<file path="src/rtl/instr_fetch_if.sv">
// instr_fetch_if: instruction-memory bus between the fetch stage and a
// synchronous-read instruction memory.
//   imem_addr : fetch address (master -> memory)
//   imem_rd   : read enable   (master -> memory)
//   imem_data : returned word, valid one cycle after addr/rd (memory -> master)
interface instr_fetch_if #(
   parameter int PC_W = 8
);
   logic [PC_W-1:0] imem_addr;
   logic            imem_rd;
   logic [15:0]     imem_data;

   modport master (output imem_addr, output imem_rd, input imem_data);
   modport slave  (input imem_addr, input imem_rd, output imem_data);
endinterface

</file>
<file path="src/rtl/instr_fetch.sv">
// instr_fetch: fetch stage of the RNBIP-2 pipeline. Owns the PC, drives a
// synchronous-read instruction memory and presents one 16-bit segment per
// cycle with its next-PC. Redirects (L_PC) squash the presented word to NOP.
// Ports:
//   clk, rst_n   : clock, synchronous active-low reset
//   stall        : downstream hold; PC frozen, presented segment stable
//   L_PC         : one-cycle redirect strobe, pc_target is the new PC
//   bus          : instruction memory bus (imem_addr/imem_rd/imem_data)
//   segment      : instruction to downstream, 16'h0000 when not valid
//   NPC_out      : presented address + 1 (mod 2^PC_W)
//   seg_valid    : segment is a real, non-squashed instruction
//   flush        : mirrors L_PC, squashes the downstream latch
//   fetch_count  : instructions accepted downstream (wraps)
module instr_fetch #(
   parameter int              PC_W     = 8,
   parameter logic [PC_W-1:0] RESET_PC = '0,
   parameter int              CNT_W    = 16
) (
   input  logic               clk,
   input  logic               rst_n,
   input  logic               stall,
   input  logic               L_PC,
   input  logic [PC_W-1:0]    pc_target,
   instr_fetch_if.master      bus,
   output logic [15:0]        segment,
   output logic [PC_W-1:0]    NPC_out,
   output logic               seg_valid,
   output logic               flush,
   output logic [CNT_W-1:0]   fetch_count
);

   typedef enum logic [1:0] {BOOT, RUN, HOLD, REDIR} state_t;

   state_t          state, state_nxt;
   logic [PC_W-1:0] pc, pc_nxt;
   logic [PC_W-1:0] req_pc, req_pc_nxt;
   logic            req_valid, req_valid_nxt;

   // Outputs are forced to their reset values while rst_n is low so that the
   // first reset cycle already shows NOP, not the word left in flight.
   assign seg_valid = rst_n & req_valid & ~L_PC;
   assign segment   = seg_valid ? bus.imem_data : 16'h0000;
   assign NPC_out   = rst_n ? req_pc + PC_W'(1) : RESET_PC + PC_W'(1);
   assign flush     = rst_n & L_PC;
   assign bus.imem_rd = rst_n;

   always_ff @(posedge clk) begin
      if (!rst_n) begin
         state       <= BOOT;
         pc          <= RESET_PC;
         req_pc      <= RESET_PC;
         req_valid   <= 1'b0;
         fetch_count <= '0;
      end else begin
         state     <= state_nxt;
         pc        <= pc_nxt;
         req_pc    <= req_pc_nxt;
         req_valid <= req_valid_nxt;
         if (seg_valid && !stall)
            fetch_count <= fetch_count + CNT_W'(1);
      end
   end

   always_comb begin
      state_nxt     = state;
      pc_nxt        = pc;
      req_pc_nxt    = req_pc;
      req_valid_nxt = req_valid;
      bus.imem_addr = pc;
      if (L_PC) begin
         // Target goes straight to the memory so it returns next cycle.
         bus.imem_addr = pc_target;
         req_pc_nxt    = pc_target;
         pc_nxt        = pc_target + PC_W'(1);
         req_valid_nxt = 1'b1;
         state_nxt     = REDIR;
      end else if (stall && state != BOOT) begin
         // Re-read the outstanding address so the returned word stays put.
         bus.imem_addr = req_pc;
         state_nxt     = HOLD;
      end else begin
         bus.imem_addr = pc;
         req_pc_nxt    = pc;
         pc_nxt        = pc + PC_W'(1);
         req_valid_nxt = 1'b1;
         state_nxt     = RUN;
      end
   end

endmodule

</file>
<file path="src/flat_wrapper.sv">
// flat-port wrapper written by rule: the top's interface ports become plain ports
module instr_fetch_flat 
#(
   parameter int              PC_W     = 8,
   parameter logic [PC_W-1:0] RESET_PC = '0,
   parameter int              CNT_W    = 16
)
  (clk, rst_n, stall, L_PC, pc_target, segment, NPC_out, seg_valid, flush, fetch_count, bus_imem_addr, bus_imem_rd, bus_imem_data);
  instr_fetch_if #(.PC_W(PC_W)) bus_i ();
  input  logic clk;
  input  logic rst_n;
  input  logic stall;
  input  logic L_PC;
  input  logic [PC_W-1:0] pc_target;
  output logic [15:0] segment;
  output logic [PC_W-1:0] NPC_out;
  output logic seg_valid;
  output logic flush;
  output logic [CNT_W-1:0] fetch_count;
  output wire logic [$bits(bus_i.imem_addr)-1:0] bus_imem_addr;
  output wire logic [$bits(bus_i.imem_rd)-1:0] bus_imem_rd;
  input wire logic [$bits(bus_i.imem_data)-1:0] bus_imem_data;
  assign bus_imem_addr = bus_i.imem_addr;
  assign bus_imem_rd = bus_i.imem_rd;
  assign bus_i.imem_data = bus_imem_data;
  instr_fetch #(.PC_W(PC_W), .RESET_PC(RESET_PC), .CNT_W(CNT_W)) u_core (.clk(clk), .rst_n(rst_n), .stall(stall), .L_PC(L_PC), .pc_target(pc_target), .bus(bus_i), .segment(segment), .NPC_out(NPC_out), .seg_valid(seg_valid), .flush(flush), .fetch_count(fetch_count));
endmodule
</file>
<file path="config.mk">
export PLATFORM = sky130hd
export DESIGN_NAME = instr_fetch_flat
export DESIGN_NICKNAME = d
export VERILOG_FILES = /design/src/rtl/instr_fetch_if.sv /design/src/rtl/instr_fetch.sv /design/src/flat_wrapper.sv
export SDC_FILE = /design/constraint.sdc
export NUM_CORES = 1
export LEC_CHECK = 0
export CAP_MARGIN = 5
export CORE_MARGIN = 2
export CORE_UTILIZATION = 40
export DETAILED_ROUTE_END_ITERATION = 6
export GPL_ROUTABILITY_DRIVEN = 0
export PLACE_DENSITY = 0.77
export SYNTH_ARGS = -nofsm -noshare
export SYNTH_HDL_FRONTEND = slang
export SYNTH_SLANG_ARGS = --single-unit
</file>
<file path="constraint.sdc">
create_clock -name clk -period 1.7 [get_ports clk]
set_input_delay 0.17 -clock clk [delete_from_list [all_inputs] [get_ports clk]]
set_output_delay 0.17 -clock clk [all_outputs]
set_load 0.01 [all_outputs]
</file>
==> flow_results.org <==
** Clock tree
- The root buffer cell chosen for the clock tree is sky130_fd_sc_hd__clkbuf_8.
- Number of buffers created by CTS :: 5
- In this run the deepest clock path goes through 2 buffers.
- Clock latency at the later pin of the worst-skew pair :: 290 ps
- CTS sink cnt :: 35
- After clock tree synthesis, the clock-pin slew on the worst setup and hold paths is 80 ps.
- The number of hold buffers added after CTS was 0.
- TritonCTS built the clock tree.
- In this run the number of H-tree levels came out at 2.

** Yosys
- After synthesis, flip-flops and latches occupy 34.6% of the total area.
- In the synthesized netlist the dominant register cell turns out to be sky130_fd_sc_hd__dfxtp_1.
- Top cell type's share of synthesized area :: 34.6%
- Post-synthesis cell count :: 248
- Number of register bits inferred by synthesis :: 35
- Cell types with the largest area share after synthesis :: sky130_fd_sc_hd__dfxtp_1 (35%), sky130_fd_sc_hd__and2_1 (8.3%), sky130_fd_sc_hd__xor2_1 (6.0%)
- For this run, the number of Yosys warnings is 0.
- Most common cell in the synthesized netlist :: sky130_fd_sc_hd__dfxtp_1
- In this run the cell area of the synthesized design comes to 2030 um^2.
- After synthesis, the netlist uses 45 different library cells.
- Cell taking the most area after synthesis :: sky130_fd_sc_hd__dfxtp_1
- Share of synthesized registers carrying an async set or reset :: 0%
- Top cells by count, synth :: sky130_fd_sc_hd__dfxtp_1 (35), sky130_fd_sc_hd__and2_1 (27), sky130_fd_sc_hd__nor2_1 (23), sky130_fd_sc_hd__nand2_1 (19), sky130_fd_sc_hd__xor2_1 (14)
- Dividing the synthesized area by the synthesized cell count gives 8.17 um^2.
- Synthesized netlist net count :: 279
- In this run, synthesis inferred 0 flip-flops with an integrated enable.

** Timing
- Relative slew slack :: 77.5%
- The final count of pins violating max slew was 0.
- Fmax achieved :: 600 MHz
- Clock skew on the completed layout was measured at 11.4 ps.
- Final setup violation count :: 0
- The final number of hold-violating endpoints came to 0.
- RSZ-0062 raised after global routing :: yes
- The final critical path takes up 98.1% of the cycle.
- The smallest clock period supported by the final layout is computed as 1670 ps.
- At the pin with the least slew margin, the transition time is 328 ps.

** Die
- From left edge to right edge, the die measures 75.2 um.
- Full die area :: 5650 um^2
- For this design the top-level I/O count stands at 79.
- Row count :: 25
- For this configuration, the core starts out at a cell density of 42.1%.
- Total core area :: 4820 um^2
- The die is 75.2 um tall.

** Routing
- Dividing the detail-routed wire length by the instance count gives 13.6 um.
- The detailed router placed 2191 vias in this run.
- After detailed routing, the met2 layer carries 2.93 mm of wire.
- Before antenna repair, the detailed router went through 4 iterations.
- Post-route antenna net violation count :: 0
- After detailed routing, the wire length on met1 is 2.49 mm.
- Dividing the detail-routed via count by the number of cells gives 5.13.
- 1st-iter DRT viols :: 71
- Highest metal layer used by the detailed router :: met4
- After detailed routing, the number of remaining DRC violations is 0.
- After detailed routing, the total wire length is 5.83 mm.
- Summed over all nets, wire length on met3 after detailed routing comes to 345 um.

** Power
- P_leak :: 1.38 nW
- Net switching is 27.7% of the power.
- Dividing total power by cell area gives a power density of 587 nW/um^2.
- Net switching power of the design :: 0.000527 W
- Sequential share of power :: 46.8%
- Pwr Total :: 0.00190 W
- Internal Power :: 0.00137 W
- The clock network burns 31.1% of the power.
- Peak ir drop on the vdd network :: 462 uV
- Share of power burned in combinational logic :: 22.1%

** Setup path
- The signal on the critical path passes through o21a_1 > bufbuf_16 > mux2i_1 > o21ai_1 > buf_2.
- Largest delay contributor family on the critical path :: buffers and inverters
- Slowest CP cell :: sky130_fd_sc_hd__dfxtp_2
- The worst setup path is captured at a primary output.
- Category of the most critical setup path :: reg -> out
- CP Buf/Inv Count :: 2
- At the worst endpoint, the required time is 1530 ps.
- Startpoint type of the worst setup path :: flip-flop
- Top fanout value on the critical path :: 6
- Data arrival time at the worst-slack endpoint :: 1500 ps
- Largest stage delay, worst path :: 320 ps

** GRT
- First-pass GRT wire length :: 9.01 mm
- Via count of the first global-routing pass :: 2080
- Entering global routing, the biggest net connects 24 pins.
- After global routing the overflow that remains totals 0.
- Combined global-route utilization of all metal layers :: 20.4%
- The number of antenna violations at the first check in global routing is 0.

** Final layout
- After filler insertion, the fill cell instance count of the layout stands at 429.
- Layout Cells excl Fill :: 427
- In the final layout, the multi-input gates occupy 1280 um^2.
- End-of-flow core utilization :: 67.2%
- The area growth from synthesis to layout is 59.8%.
- Cells with a size suffix above 1 make up 18.9% of the layout.
- The repair_antennas step left the layout with diodes totalling 0.
- Reg area :: 704 um^2
- # nets final :: 390

** Placement
- After detailed placement, the design holds a cell count of 415.
- In this run the tool buffered the top-level ports with 78 buffer cells.
- Once detailed placement completed, the half-perimeter wirelength came to 4.21 mm.

** Run
- Number of max-capacitance violations reported :: 0

** Outcome
- The run finished with clean final reports.

** Min path
- The tightest min-delay check is of the in -> reg type.
[layer usage]
layer | track usage [%] | vias up
met1 | 24.1 | 1026
li1 | - | 1090
met2 | 37.4 | 67
met5 | 0 | -
met3 | 3.88 | 8
met4 | 5.65 | 0
[placed cells by master, fill, tap and decap left out, drive strengths merged, types with 6 or more instances in the layout]
cell and n:
o21ai 13, dlygate4sd2 26, inv 6, xnor2 8
and2 27, clkbuf 6, buf 46, clkdlybuf4s50 41
a21oi 11, xor2 14, nand3 13, mux2i 11
dfxtp 35, nand4 9, nor2 23, nand2 19
[through the flow]
step                      worst slack, ps  hold slack [ps]  TNS (ps)  cell area [um^2]
after detailed placement             -464              471    -14100              3140
final                                32.2              363         0              3240
after CTS                           -92.1              483     -92.1              3230
after global placement               -384              458    -12100              3140
after floorplan                      83.5              349         0              2030
after global routing                -58.4              368     -71.7              3240
[layout make-up]
class | count | area share (%)
Clock buffer | 6 | 2.24
Clock inverter | 2 | 0.386
Inverter | 6 | 0.696
Multi-Input combinational cell | 194 | 39.6
Sequential cell | 35 | 21.8
Tap cell | 67 | 2.59
Timing Repair Buffer | 117 | 32.8
[power by group through the flow]
stage,Sequential [W],Combinational (W),Clock [W]
2_1_floorplan,0.000898,0.000186,0
3_3_place_gp,0.000906,0.000419,0
3_5_place_dp,0.000906,0.000426,0
4_1_cts,0.000888,0.000422,0.000599
5_1_grt,0.000894,0.000459,0.000637
6_report,0.000891,0.000420,0.000592
[repair_timing]
action / 4_1_cts / 5_1_grt
endpoints found under the setup margin: 39 / 25
pin swaps: 8 / 6
buffers inserted: 4 / 0
cloned: 1 / 0
gates resized for setup: 72 / 11
[cell families (layout without fill, tap and decap cells)]
kind of cell | after synthesis | count (layout) | share of synthesized area [%]
AND/OR/NAND/NOR | 114 | 114 | 30.8
AO/OA/AOI/OAI | 43 | 43 | 13.4
flip-flops | 35 | 35 | 34.6
XOR/XNOR | 22 | 22 | 9.51
buffers and inverters | 19 | 131 | 3.89
multiplexers | 12 | 12 | 5.99
adder cells (fa/ha/maj) | 3 | 3 | 1.85
[registers in the layout, summed over array words and instances (netlist names)]
name	flops
u_core.fetch_count	16
u_core.pc	8
u_core.req_pc	8
u_core.req_valid	1
u_core.state	2
[worst min-delay path, delay by kind of cell]
family | cells | cell delay (ps)
AND/OR/NAND/NOR | 1 | 120
buffers and inverters | 2 | 340
[path summary, 6_finish.rpt]
kind                           from                     end  slack [ps]  depth (start not counted)
max reg2reg            u_core.pc[2]            u_core.pc[5]         100                          5
max                 u_core.state[1]        bus_imem_addr[1]          30                          5
min                           rst_n        u_core.req_pc[7]         360                          3
min reg2reg  u_core.fetch_count[15]  u_core.fetch_count[15]         480                          2
No activity file was read; power rests on OpenSTA's default activity.
